--- config.mk ---
export PLATFORM = sky130hd
export DESIGN_NAME = ef_pwm_deadtime
export DESIGN_NICKNAME = d
export VERILOG_FILES = /design/src/rtl/ef_pwm_deadtime.sv
export SDC_FILE = /design/constraint.sdc
export NUM_CORES = 1
export LEC_CHECK = 0
export CAP_MARGIN = 20
export CORE_ASPECT_RATIO = 1.5
export CORE_UTILIZATION = 44
export DETAILED_ROUTE_END_ITERATION = 10
export PLACE_DENSITY = 0.68
export SETUP_SLACK_MARGIN = 0.15
export SYNTH_ARGS = -nofsm -noshare
export SYNTH_HDL_FRONTEND = slang
export SYNTH_SLANG_ARGS = --single-unit
--- constraint.sdc ---
create_clock -name clk -period 3.87 [get_ports clk]
set_input_delay 0.774 -clock clk [delete_from_list [all_inputs] [get_ports clk]]
set_output_delay 0.774 -clock clk [all_outputs]
set_load 0.02 [all_outputs]
--- src/rtl/ef_pwm_deadtime.sv ---
// ef_pwm_deadtime: complementary high/low gate-drive stage for one PWM channel.
// Inserts programmable dead time on both edges and holds a latched fault
// shutdown until it is explicitly released. h_act/l_act come straight from flops
// and are decoded from the *next* state, so they can never both be high.
module ef_pwm_deadtime #(
   parameter int DT_W = 8
) (
   input  logic            clk,
   input  logic            rst,
   input  logic            en,
   input  logic            pwm_in,
   input  logic [DT_W-1:0] dt_rise,
   input  logic [DT_W-1:0] dt_fall,
   input  logic            pol_h,
   input  logic            pol_l,
   input  logic            fault,
   input  logic            fault_clr,
   output logic            pwm_h,
   output logic            pwm_l,
   output logic            fault_latched
);

   // State encoding; every state other than LOW/HIGH drives both sides inactive.
   localparam logic [2:0] ST_OFF    = 3'd0;
   localparam logic [2:0] ST_LOW    = 3'd1;
   localparam logic [2:0] ST_DEAD_R = 3'd2;
   localparam logic [2:0] ST_HIGH   = 3'd3;
   localparam logic [2:0] ST_DEAD_F = 3'd4;
   localparam logic [2:0] ST_FAULT  = 3'd5;

   localparam logic [DT_W-1:0] DT_ONE = DT_W'(1);

   logic [2:0]      state_q, state_d;
   logic [DT_W-1:0] cnt_q, cnt_d;
   logic            h_act_q, h_act_d;
   logic            l_act_q, l_act_d;
   logic            fault_q, fault_d;

   // Entry into the falling dead band, shared by start-up from OFF and by fault release.
   // With dt_fall=0 there is no dead band to count, so we go directly to the side
   // that pwm_in asks for instead of loading a wrapped (all-ones) count.
   logic [2:0]      fall_entry_state;
   logic [DT_W-1:0] fall_entry_cnt;

   // Compute the dead-band entry target from the current dt_fall and pwm_in.
   always_comb begin
      fall_entry_state = ST_DEAD_F;
      fall_entry_cnt   = dt_fall - DT_ONE;
      if (dt_fall == '0) begin
         fall_entry_cnt   = '0;
         fall_entry_state = pwm_in ? ST_HIGH : ST_LOW;
      end
   end

   // Next-state logic: fault first, then enable, then the dead-time sequencing.
   always_comb begin
      state_d = state_q;
      cnt_d   = cnt_q;

      if (fault) begin
         state_d = ST_FAULT;
         cnt_d   = '0;
      end else if (state_q == ST_FAULT) begin
         // FAULT ignores en; only a clear pulse (with fault already low) leaves it.
         if (fault_clr) begin
            if (en) begin
               state_d = fall_entry_state;
               cnt_d   = fall_entry_cnt;
            end else begin
               state_d = ST_OFF;
               cnt_d   = '0;
            end
         end
      end else if (!en) begin
         state_d = ST_OFF;
         cnt_d   = '0;
      end else begin
         case (state_q)
            ST_OFF: begin
               state_d = fall_entry_state;
               cnt_d   = fall_entry_cnt;
            end
            ST_LOW: begin
               if (pwm_in) begin
                  if (dt_rise == '0) begin
                     state_d = ST_HIGH;
                  end else begin
                     state_d = ST_DEAD_R;
                     cnt_d   = dt_rise - DT_ONE;
                  end
               end
            end
            ST_DEAD_R: begin
               // A pulse shorter than the dead time is dropped: only L was released.
               if (!pwm_in) begin
                  state_d = ST_LOW;
               end else if (cnt_q == '0) begin
                  state_d = ST_HIGH;
               end else begin
                  cnt_d = cnt_q - DT_ONE;
               end
            end
            ST_HIGH: begin
               if (!pwm_in) begin
                  if (dt_fall == '0) begin
                     state_d = ST_LOW;
                  end else begin
                     state_d = ST_DEAD_F;
                     cnt_d   = dt_fall - DT_ONE;
                  end
               end
            end
            ST_DEAD_F: begin
               if (pwm_in) begin
                  state_d = ST_HIGH;
               end else if (cnt_q == '0) begin
                  state_d = ST_LOW;
               end else begin
                  cnt_d = cnt_q - DT_ONE;
               end
            end
            default: begin
               // Unused encodings recover to the safe all-off state.
               state_d = ST_OFF;
               cnt_d   = '0;
            end
         endcase
      end
   end

   // Output decode from the next state so the drive bits are registered, not decoded.
   always_comb begin
      h_act_d = (state_d == ST_HIGH);
      l_act_d = (state_d == ST_LOW);
      fault_d = (state_d == ST_FAULT);
   end

   // State, counter and drive registers; reset forces both sides inactive immediately.
   always_ff @(posedge clk or posedge rst) begin
      if (rst) begin
         state_q <= ST_OFF;
         cnt_q   <= '0;
         h_act_q <= 1'b0;
         l_act_q <= 1'b0;
         fault_q <= 1'b0;
      end else begin
         state_q <= state_d;
         cnt_q   <= cnt_d;
         h_act_q <= h_act_d;
         l_act_q <= l_act_d;
         fault_q <= fault_d;
      end
   end

   // Pin polarity is the only logic between the flops and the pads.
   assign pwm_h         = h_act_q ^ pol_h;
   assign pwm_l         = l_act_q ^ pol_l;
   assign fault_latched = fault_q;

endmodule

==> flow_summary_export.csv, run 1 <==
group,metric,value,unit
status,status,"complete, no violations",
sta,setup_slack,0.8406,ns
power,ir_drop,0.1724,mV
floorplan,core,3416,µm²
sta,slew-limit-headroom,56.89,%
cts,hold_buffers,0,
floorplan,die_h,75.54,µm
yosys,synth.distinct_cells,58,
global_route,grt_pass1_vias,1530,
yosys,yosysTopAreaCell,"dfrtp_1",
global_route,grt_use_total,25.71,%
cts,cts_tree,"built",
layout,fin_nets,265,
setup_path,r2r-end,"cnt_q[6]",
placement,port_buffers,26,
yosys,avgSynthCellArea,7.484,µm²
sta,fin_crit,3.029,ns
yosys,synth_top_cell_area_share,22.08,%
floorplan,die-area,3855,µm²
placement,dp_hpwl,3427,µm
sta,tightest_slew,0.6428,ns
sta,tns,0,ns
yosys,synth_area_leaders,"dfrtp_1 22%, nand2_1 6.9%, o21ai_0 5.0%, nor2_1 4.5%, xnor2_1 4.4%",
global_route,grt_max_degree,31,
cts,cts.clk_slew.worst_paths,0.06,ns
sta,fin_crit_sh,78.28,%
sta,hold_violations,0,
floorplan,die_w,51.03,µm
cts,cts.sinks,14,
cts,clock-root-buffer,"clkbuf_8",
yosys,synth_nets,239,
routing,wl,4443,µm
worst_hold_path,holdPathStages,1,
floorplan,boundaryPins,27,
routing,via_per_inst,6.061,
sta,drv_slew,0,
setup_path,endpoint_kind,"flop",
cts,clk_latency,0.25,ns
power,clkPwrFrac,22.2,%
setup_path,r2r_cells,10,
sta,rsz0062_at_grt,"no",
setup_path,critPathLaunchType,"input pin",
yosys,ys_async_sr_fraction,100.0,%
placement,post-place-ws,0.5883,ns
worst_hold_path,min_to,"cnt_q[5]",
routing,num_vias,1691,
yosys,ys_seq_area_share,22.08,%
setup_path,critPathRequiredTime,4.00,ns
placement,routabilityCongestion,0.9254,
routing,drtIter0Drc,89,
cts,cts_inserted_buffers,3,
power,p_comb_share,49.3,%
setup_path,crit_arrival,3.16,ns
layout,drive_gt1_share,8.439,%
worst_hold_path,min-delay-start,"cnt_q[5]",
yosys,synth_seq_cells,14,
cts,cts_resized,0,
worst_hold_path,hold_class,"reg2reg",
power,seq_power_share,28.5,%
sta,max_freq,330.1,MHz
yosys,netlist_area,1587,µm²
floorplan,start_util,46.45,%
sta,report.final.setup_viol,0,
power,power.static_leakage,0.7714,nW
power,p_sw,240.6,µW
cts,htreeDepth,1,
yosys,postSynthCellCount,212,
routing,drc,0,
routing,ant_nets,0,
layout,num_antenna_cells,0,
power,finalPower,630.6,µW
global_route,grt_pass1_wl,7417,µm
setup_path,r2r_start,"state_q[1]",
routing,wl_per_cell,15.92,µm
cts,cts_buffer_depth,2,
run,drv_cap,0,
yosys,synth_top_flop_cell,"dfrtp_1",
routing,drt_first_pass_iters,5,
global_route,antenna_found_initial,0,
yosys,ys_warn_count,0,
power,p_per_area,323.7,nW/µm²
setup_path,critPathKind,"in2reg",
setup_path,critPathMaxFanout,5,
power,p_sw_share,38.16,%
setup_path,r2r_slack,1.00,ns
cts,post_cts_buffers,0,
sta,fin_worst_skew,0.007327,ns
power,p_int,389.9,µW
layout,synthToLayoutAreaGrowth,22.79,%
floorplan,core.rowCount,26,
global_route,grt-ovfl-total,0,
yosys,synth_edf_count,0,
[flip-flops by register name, indices dropped and copies added (netlist names)]
register	cells
fault_latched	1
h_act_q	1
cnt_q	8
state_q	3
l_act_q	1
[synth_stat cells (all sizes together), types with 3 or more instances]
library cell and number:
a211oi 3, a21oi 11, a221o 3, a22o 4, buf 5, clkbuf 5
dfrtp 14, ha 3, inv 4, mux2i 3, nand2 29, nand2b 6
nand3 3, nor2 20, nor2b 5, nor3 5, nor3b 4, nor4 4
o21ai 16, o22ai 3, o31ai 4, or3 3, xnor2 8, xor2 8
[final cells by class]
class	instances	area [µm²]
Tap cell	42	52.55
Clock buffer	4	55.05
Inverter	6	22.52
Sequential cell	14	350.3
Fill cell	346	1468
Timing Repair Buffer	31	297.8
Multi-Input combinational cell	182	1170
[power by group through the flow]
stage	clock [mW]	combinational, mW	sequential (mW)
floorplan	0	0.214	0.179
detailed placement	0	0.307	0.182
global placement	0	0.309	0.182
CTS	0.142	0.308	0.179
finish	0.140	0.311	0.180
global route	0.150	0.344	0.182
[critical path, cell delays in order]
cell and delay [ns]:
clkdlybuf4s50_1 0.46, mux2i_1 0.15, ha_1 0.24, or3b_2 0.51
o31ai_1 0.31, a22oi_1 0.15, o221a_2 0.30, a211o_1 0.28
[metrics by stage]
stage	instance area [µm²]	hold WS (ns)	cells	utilization, %
floorplan	1587	0.4967	212	-
global placement	1893	0.5435	275	55.42
detailed placement	1893	0.5556	275	55.42
CTS	1948	0.5773	279	57.03
global route	1948	0.5917	279	57.03
finish	1948	0.5707	279	57.03
[cell families (layout without fill, tap and decap cells)]
family	Yosys count	after routing	synth area share, %
mux	4	4	2.603
fa+ha+maj	3	3	2.366
simple gates	94	94	30.68
xor+xnor	16	16	8.833
compound gates	65	65	29.26
flops	14	14	22.08
buf+inv	16	41	4.180
[worst max-delay path by stage]
stage                    start        to
finish              dt_rise[0]  cnt_q[6]
global route        dt_fall[0]  cnt_q[6]
CTS                 dt_rise[0]  cnt_q[6]
detailed placement  dt_rise[0]  cnt_q[6]
global placement    dt_rise[0]  cnt_q[6]
floorplan           state_q[1]  cnt_q[6]
[layout by cell type, fill, tap and decap left out, types with 3 or more instances in the layout]
cell type and instances:
nor2b_1 5, a22o_1 4, o31ai_1 4, nand2_1 29
xnor2_1 8, mux2i_1 3, a21oi_1 11, inv_1 4
buf_4 5, or3_1 3, a221o_1 3, nand3_1 3
nor4_1 4, nor2_1 19, nand2b_1 6, xor2_1 8
nor3_1 4, clkbuf_8 4, nor3b_1 4, o21ai_0 16
ha_1 3, dfrtp_1 14, clkdlybuf4s50_1 26, o22ai_1 3
[layer usage]
metal | vias to the layer above | wire, µm | track usage (%)
met1 | 790 | 1915 | 34.72
li1 | 837 | - | -
met4 | 0 | 81 | 10.49
met2 | 57 | 2205 | 42.54
met5 | - | 0 | 0
met3 | 7 | 241 | 1.597
Note: power is estimated with default switching activity, not from simulation.
==> run 2, diff against run 1 <==
Settings changed: PLACE_DENSITY 0.68 to 0.71.
Clock period 3.87 ns to 2.5 ns, I/O delays scaled along.
==> run 2 against run 1 <==
  * The run now ends with negative setup slack left
  * Combinational power is 93% higher
  * Total power up 74%
  * Setup slack got worse by 1.0 ns
  * Largest cell class unchanged
  * Sequential share of layout area shrank 3.2 points
  * Largest power group unchanged
==> flow_summary_export.csv, run 2 (synthesis gave the netlist of run 1 again) <==
group,metric,value,unit
routing,drt_first_pass_iters,4,
global_route,grt_pass1_vias,1683,
routing,ant_nets,0,
sta,max_freq,371.5,MHz
power,ir_drop,0.3781,mV
setup_path,slowest_delay,0.44,ns
setup_path,endpoint_kind,"flop",
global_route,grt_use_total,26.25,%
cts,clk_latency,0.24,ns
sta,slew-limit-headroom,66.32,%
layout,layout_common_cells,"39 x buf_4, 29 x nand2_1, 22 x clkdlybuf4s50_1, 18 x nor2_1, 14 x o21ai_0",
sta,hold_violations,0,
layout,synthToLayoutAreaGrowth,50.08,%
power,finalPower,1.100,mW
layout,mostFrequentLayoutCell,"buf_4",
global_route,grt_max_degree,31,
cts,cts_buffer_depth,2,
cts,hold_buffers,0,
setup_path,cpMaxStageDelayCell,"dfrtp_2",
routing,via_per_inst,5.962,
power,power.static_leakage,1.018,nW
setup_path,critPathRequiredTime,2.65,ns
setup_path,critPathKind,"reg2reg",
sta,fin_crit,2.691,ns
cts,cts_inserted_buffers,3,
routing,wl_per_cell,15.44,µm
routing,num_vias,1878,
status,violations,"negative setup slack",
floorplan,die_w,51.03,µm
layout,post-route-util,69.71,%
floorplan,die-area,3855,µm²
layout,drive_gt1_share,28.57,%
routing,wl,4865,µm
placement,post-place-ws,-0.2277,ns
floorplan,core.rowCount,26,
layout,num_antenna_cells,0,
cts,cts.sinks,14,
layout,top_regs,"cnt_q: 8 flops, state_q: 3 flops",
floorplan,start_util,46.45,%
setup_path,critPathLaunchType,"flop",
global_route,grt_pass1_wl,7693,µm
cts,clock-root-buffer,"clkbuf_8",
power,p_per_area,461.9,nW/µm²
setup_path,crit_arrival,2.84,ns
sta,tightest_slew,0.5046,ns
routing,drc,0,
setup_path,crit_chain,"xnor2_4 > nor2_4 > mux2i_2 > ha_2 > or3b_4 > xor2_1 > mux2_2 > o22ai_2 > a21boi_2 > o31ai_2",
floorplan,boundaryPins,27,
floorplan,die_h,75.54,µm
worst_hold_path,hold_class,"reg2reg",
status,status,"finished, violations left",
cts,cts_tree,"built",
placement,routabilityCongestion,0.8679,
floorplan,core,3416,µm²
sta,report.final.setup_viol,2,
cts,cts.clk_slew.worst_paths,0.06,ns
placement,port_buffers,26,
sta,drv_slew,0,
routing,drtIter0Drc,72,
placement,dp_hpwl,3751,µm
sta,fin_worst_skew,0.001087,ns
sta,rsz0062_at_grt,"yes",
global_route,antenna_found_initial,0,
run,drv_cap,0,
cts,htreeDepth,1,
layout,fill_cells,314,
layout,largest-register,"cnt_q",
sta,setup_slack,-0.1915,ns
layout,largest_reg_flops,8,
setup_path,critPathMaxFanout,3,
sta,fin_crit_sh,107.7,%
global_route,grt-ovfl-total,0,
layout,fin_nets,301,
==> run 2: cell count changes in the layout (fill, tap and decap cells not counted), moves of 3 or more <==
cell,delta
buf_4,+34
o31ai_1,-3
a21oi_1,-3
a21oi_2,+3
clkdlybuf4s50_1,-4
dlymetal6s2s_1,+4
==> run 2: repair_timing <==
action / CTS / global route
gates cloned: 0 / 0
gates resized for setup: 8 / 23
buffers inserted: 0 / 2
endpoints found under the setup margin: 7 / 10
pin swaps: 4 / 11
==> run 2: power breakdown <==
group          switching, mW  internal, mW
Combinational          0.316         0.285
Clock                 0.0797         0.139
Sequential            0.0275         0.252
==> run 2: stage by stage <==
stage          TNS [ns]  cells  hold slack [ns]  area [µm²]
6_report        -0.3800    315           0.5703        2381
5_1_grt         -0.5231    315           0.6055        2381
4_1_cts         -0.1774    313           0.5689        2276
3_5_place_dp     -1.274    309           0.5459        2193
3_3_place_gp     -1.329    309           0.5518        2193
2_1_floorplan   -0.2423    212           0.3892        1644
==> run 2: area by class of cell <==
type,count,area (µm²),share of cell area (%)
inverters,6,22.52,0.9459
flip-flops and latches,14,351.6,14.77
multi-input cells,182,1314,55.18
clock buffers,4,55.05,2.312
repair buffers,67,585.6,24.59
well taps,42,52.55,2.207
==> run 2: worst max-delay path, delay by kind of cell (launching register included) <==
| family | cells | cell delay [ns] |
|---|---|---|
| AOI/OAI and AO/OA | 3 | 0.45 |
| DFF | 1 | 0.44 |
| and+or+nand+nor | 2 | 0.62 |
| muxes | 2 | 0.54 |
| adders and majority gates | 1 | 0.22 |
| xor gates and xnor gates | 2 | 0.34 |
==> run 2: path summary, 6_finish.rpt <==
| kind | start | to | slack, ns | depth (start not counted) |
|---|---|---|---|---|
| worst max-delay path | state_q[2] | cnt_q[4] | -0.19 | 10 |
| worst min-delay path | cnt_q[5] | cnt_q[5] | 0.57 | 1 |
| worst max register to register | state_q[2] | cnt_q[4] | -0.19 | 10 |
| worst min register to register | cnt_q[5] | cnt_q[5] | 0.57 | 1 |
| max in group asynchronous | rst | state_q[2] | 1.55 | 2 |
| min in group asynchronous | rst | h_act_q | 0.58 | 2 |
==> run 2: routing by layer <==
metal  vias to the layer above  wire length, µm  global-route usage (%)
li1                        908                -                       -
met4                         0              169                   9.259
met2                        79             2490                   46.78
met1                       873             1931                   33.21
met3                        18              273                   1.597
met5                         -                0                       0
==> run 3, diff against run 2 <==
Settings changed: CORE_MARGIN from default to 8, CORE_UTILIZATION 44 to 58, PLACE_DENSITY 0.71 to 0.86.
Clock period 2.5 ns to 3.1 ns, I/O delays scaled along.
==> run 3 against run 2 <==
  * The run now ends clean
  * First-iteration DRC count is 51% higher
  * Setup slack gained 0.54 ns
  * Worst hold slack got worse by 0.00094 ns
  * Clock power down 20%
  * Combinational power fell by 33%
  * Core utilization up 5.5 points
  * Via count decreased by 6.1%
==> flow_summary_export.csv, run 3 (synthesis gave the netlist of run 1 again) <==
group,metric,value,unit
placement,routabilityCongestion,0.9193,
setup_path,cp_top_family,"compound AO/OA/AOI/OAI gates",
setup_path,critPathMaxFanout,8,
sta,report.final.setup_viol,0,
cts,cts.clk_slew.worst_paths,0.06,ns
layout,num_antenna_cells,0,
sta,hold_violations,0,
routing,wl_per_cell,17.59,µm
cts,cts.sinks,14,
global_route,antenna_found_initial,0,
sta,fin_crit,2.754,ns
floorplan,die_h,80.06,µm
worst_hold_path,hold_class,"reg2reg",
power,p_per_area,403.9,nW/µm²
setup_path,crit_chain,"clkdlybuf4s50_1 > inv_1 > ha_1 > nor3b_1 > and2_1 > o21ai_0 > a21oi_1 > a21boi_0 > o31ai_1",
global_route,grt_pass1_vias,1722,
sta,tns,0,ns
setup_path,crit_arrival,2.87,ns
floorplan,die_w,58.71,µm
cts,post_cts_buffers,0,
routing,via_per_inst,6.319,
layout,mostFrequentLayoutCell,"nand2_1",
floorplan,start_util,59.92,%
sta,fin_crit_sh,88.85,%
placement,port_buffers,26,
setup_path,cpMaxStageDelayCell,"clkdlybuf4s50_1",
setup_path,endpoint_kind,"flop",
global_route,grt_max_degree,31,
run,drv_cap,0,
layout,fin_nets,270,
global_route,grt_pass1_wl,7900,µm
sta,fin_worst_skew,0.003176,ns
routing,ant_nets,0,
floorplan,boundaryPins,27,
setup_path,crit_buf_inv,2,
cts,cts_tree,"built",
layout,largest_reg_flops,8,
power,ir_drop,0.2276,mV
floorplan,die-area,4700,µm²
floorplan,core,2648,µm²
setup_path,critPathKind,"in2reg",
sta,drv_slew,0,
sta,slew-limit-headroom,64.97,%
routing,wl,4909,µm
layout,synthToLayoutAreaGrowth,25.55,%
cts,clk_latency,0.24,ns
routing,drt_first_pass_iters,5,
cts,cts_inserted_buffers,3,
layout,largest-register,"cnt_q",
sta,tightest_slew,0.5248,ns
placement,dp_hpwl,3886,µm
setup_path,critPathRequiredTime,3.22,ns
layout,layout_common_cells,"29 x nand2_1, 26 x clkdlybuf4s50_1, 18 x nor2_1, 16 x o21ai_0, 14 x dfrtp_1",
setup_path,critPathLaunchType,"input pin",
placement,placed_cell_area,1927,µm²
layout,top_regs,"cnt_q: 8 flops, state_q: 3 flops",
sta,rsz0062_at_grt,"no",
cts,clock-root-buffer,"clkbuf_8",
sta,max_freq,363.1,MHz
routing,drtIter0Drc,109,
routing,num_vias,1763,
status,status,"complete, no violations",
cts,htreeDepth,1,
cts,cts_buffer_depth,2,
global_route,grt_use_total,21.11,%
layout,drive_gt1_share,11.57,%
layout,stdcell_area,1992,µm²
routing,drc,0,
power,power.static_leakage,0.8009,nW
floorplan,core.rowCount,23,
setup_path,slowest_delay,0.46,ns
global_route,grt-ovfl-total,0,
run 3: layout make-up:
cell class                 instances  area [µm²]
fill                             216       655.6
inverter                           6       22.52
tap                               37       46.29
multi-input combinational        182        1182
timing repair buffer              36       335.3
sequential                        14       350.3
clock buffer                       4       55.05
run 3: worst paths after layout:
path / startpoint / endpoint / slack (ns) / cells after the start
worst max register to register: state_q[1] / cnt_q[6] / 0.38 / 9
worst min register to register: cnt_q[5] / cnt_q[5] / 0.57 / 1
min in group asynchronous: rst / h_act_q / 0.74 / 2
max in group asynchronous: rst / cnt_q[3] / 2.01 / 2
worst max-delay path: dt_fall[0] / cnt_q[4] / 0.35 / 9
worst min-delay path: cnt_q[5] / cnt_q[5] / 0.57 / 1
run 3: routing by layer:
layer  vias up  global-route usage (%)  share of wire (%)
li1        846                       -                  -
met1       818                   26.17                 39
met2        87                   36.14                 51
met3        12                   1.597                7.2
met4         0                   9.135                2.3
met5         -                       0                  0
run 3: report_power, final:
group	switching, mW	leakage (nW)	total [mW]	internal (mW)
logic	0.226	0.591	0.404	0.178
clock network	0.0631	0.0288	0.176	0.112
registers	0.0218	0.181	0.225	0.203
run 3: per-stage QoR:
stage                     power [mW]  util (%)  cells  hold WS (ns)  setup slack (ns)
after floorplan               0.4914         -    212        0.4967            0.1776
final                         0.8045     75.24    279        0.5694            0.3456
after global placement        0.6041     72.78    275        0.5238            0.1618
after global routing          0.8501     75.24    279        0.6069            0.1616
after CTS                     0.7965     74.86    279        0.5602            0.2806
after detailed placement      0.6215     72.78    275        0.5345           0.03774
run 3: timing repair:
item,in CTS,in global routing
hold buffers,0,0
setup endpoints to repair,0,1
gates resized for setup,0,2
run 3: worst register-to-register path, stage by stage (launching register included):
cell     delay [ns]
dfrtp_1        0.39
xnor2_1        0.14
nor2_2         0.20
mux2i_1        0.23
ha_1           0.19
or3b_2         0.50
o31ai_2        0.24
a22oi_1        0.14
o221a_2        0.30
a211o_1        0.28
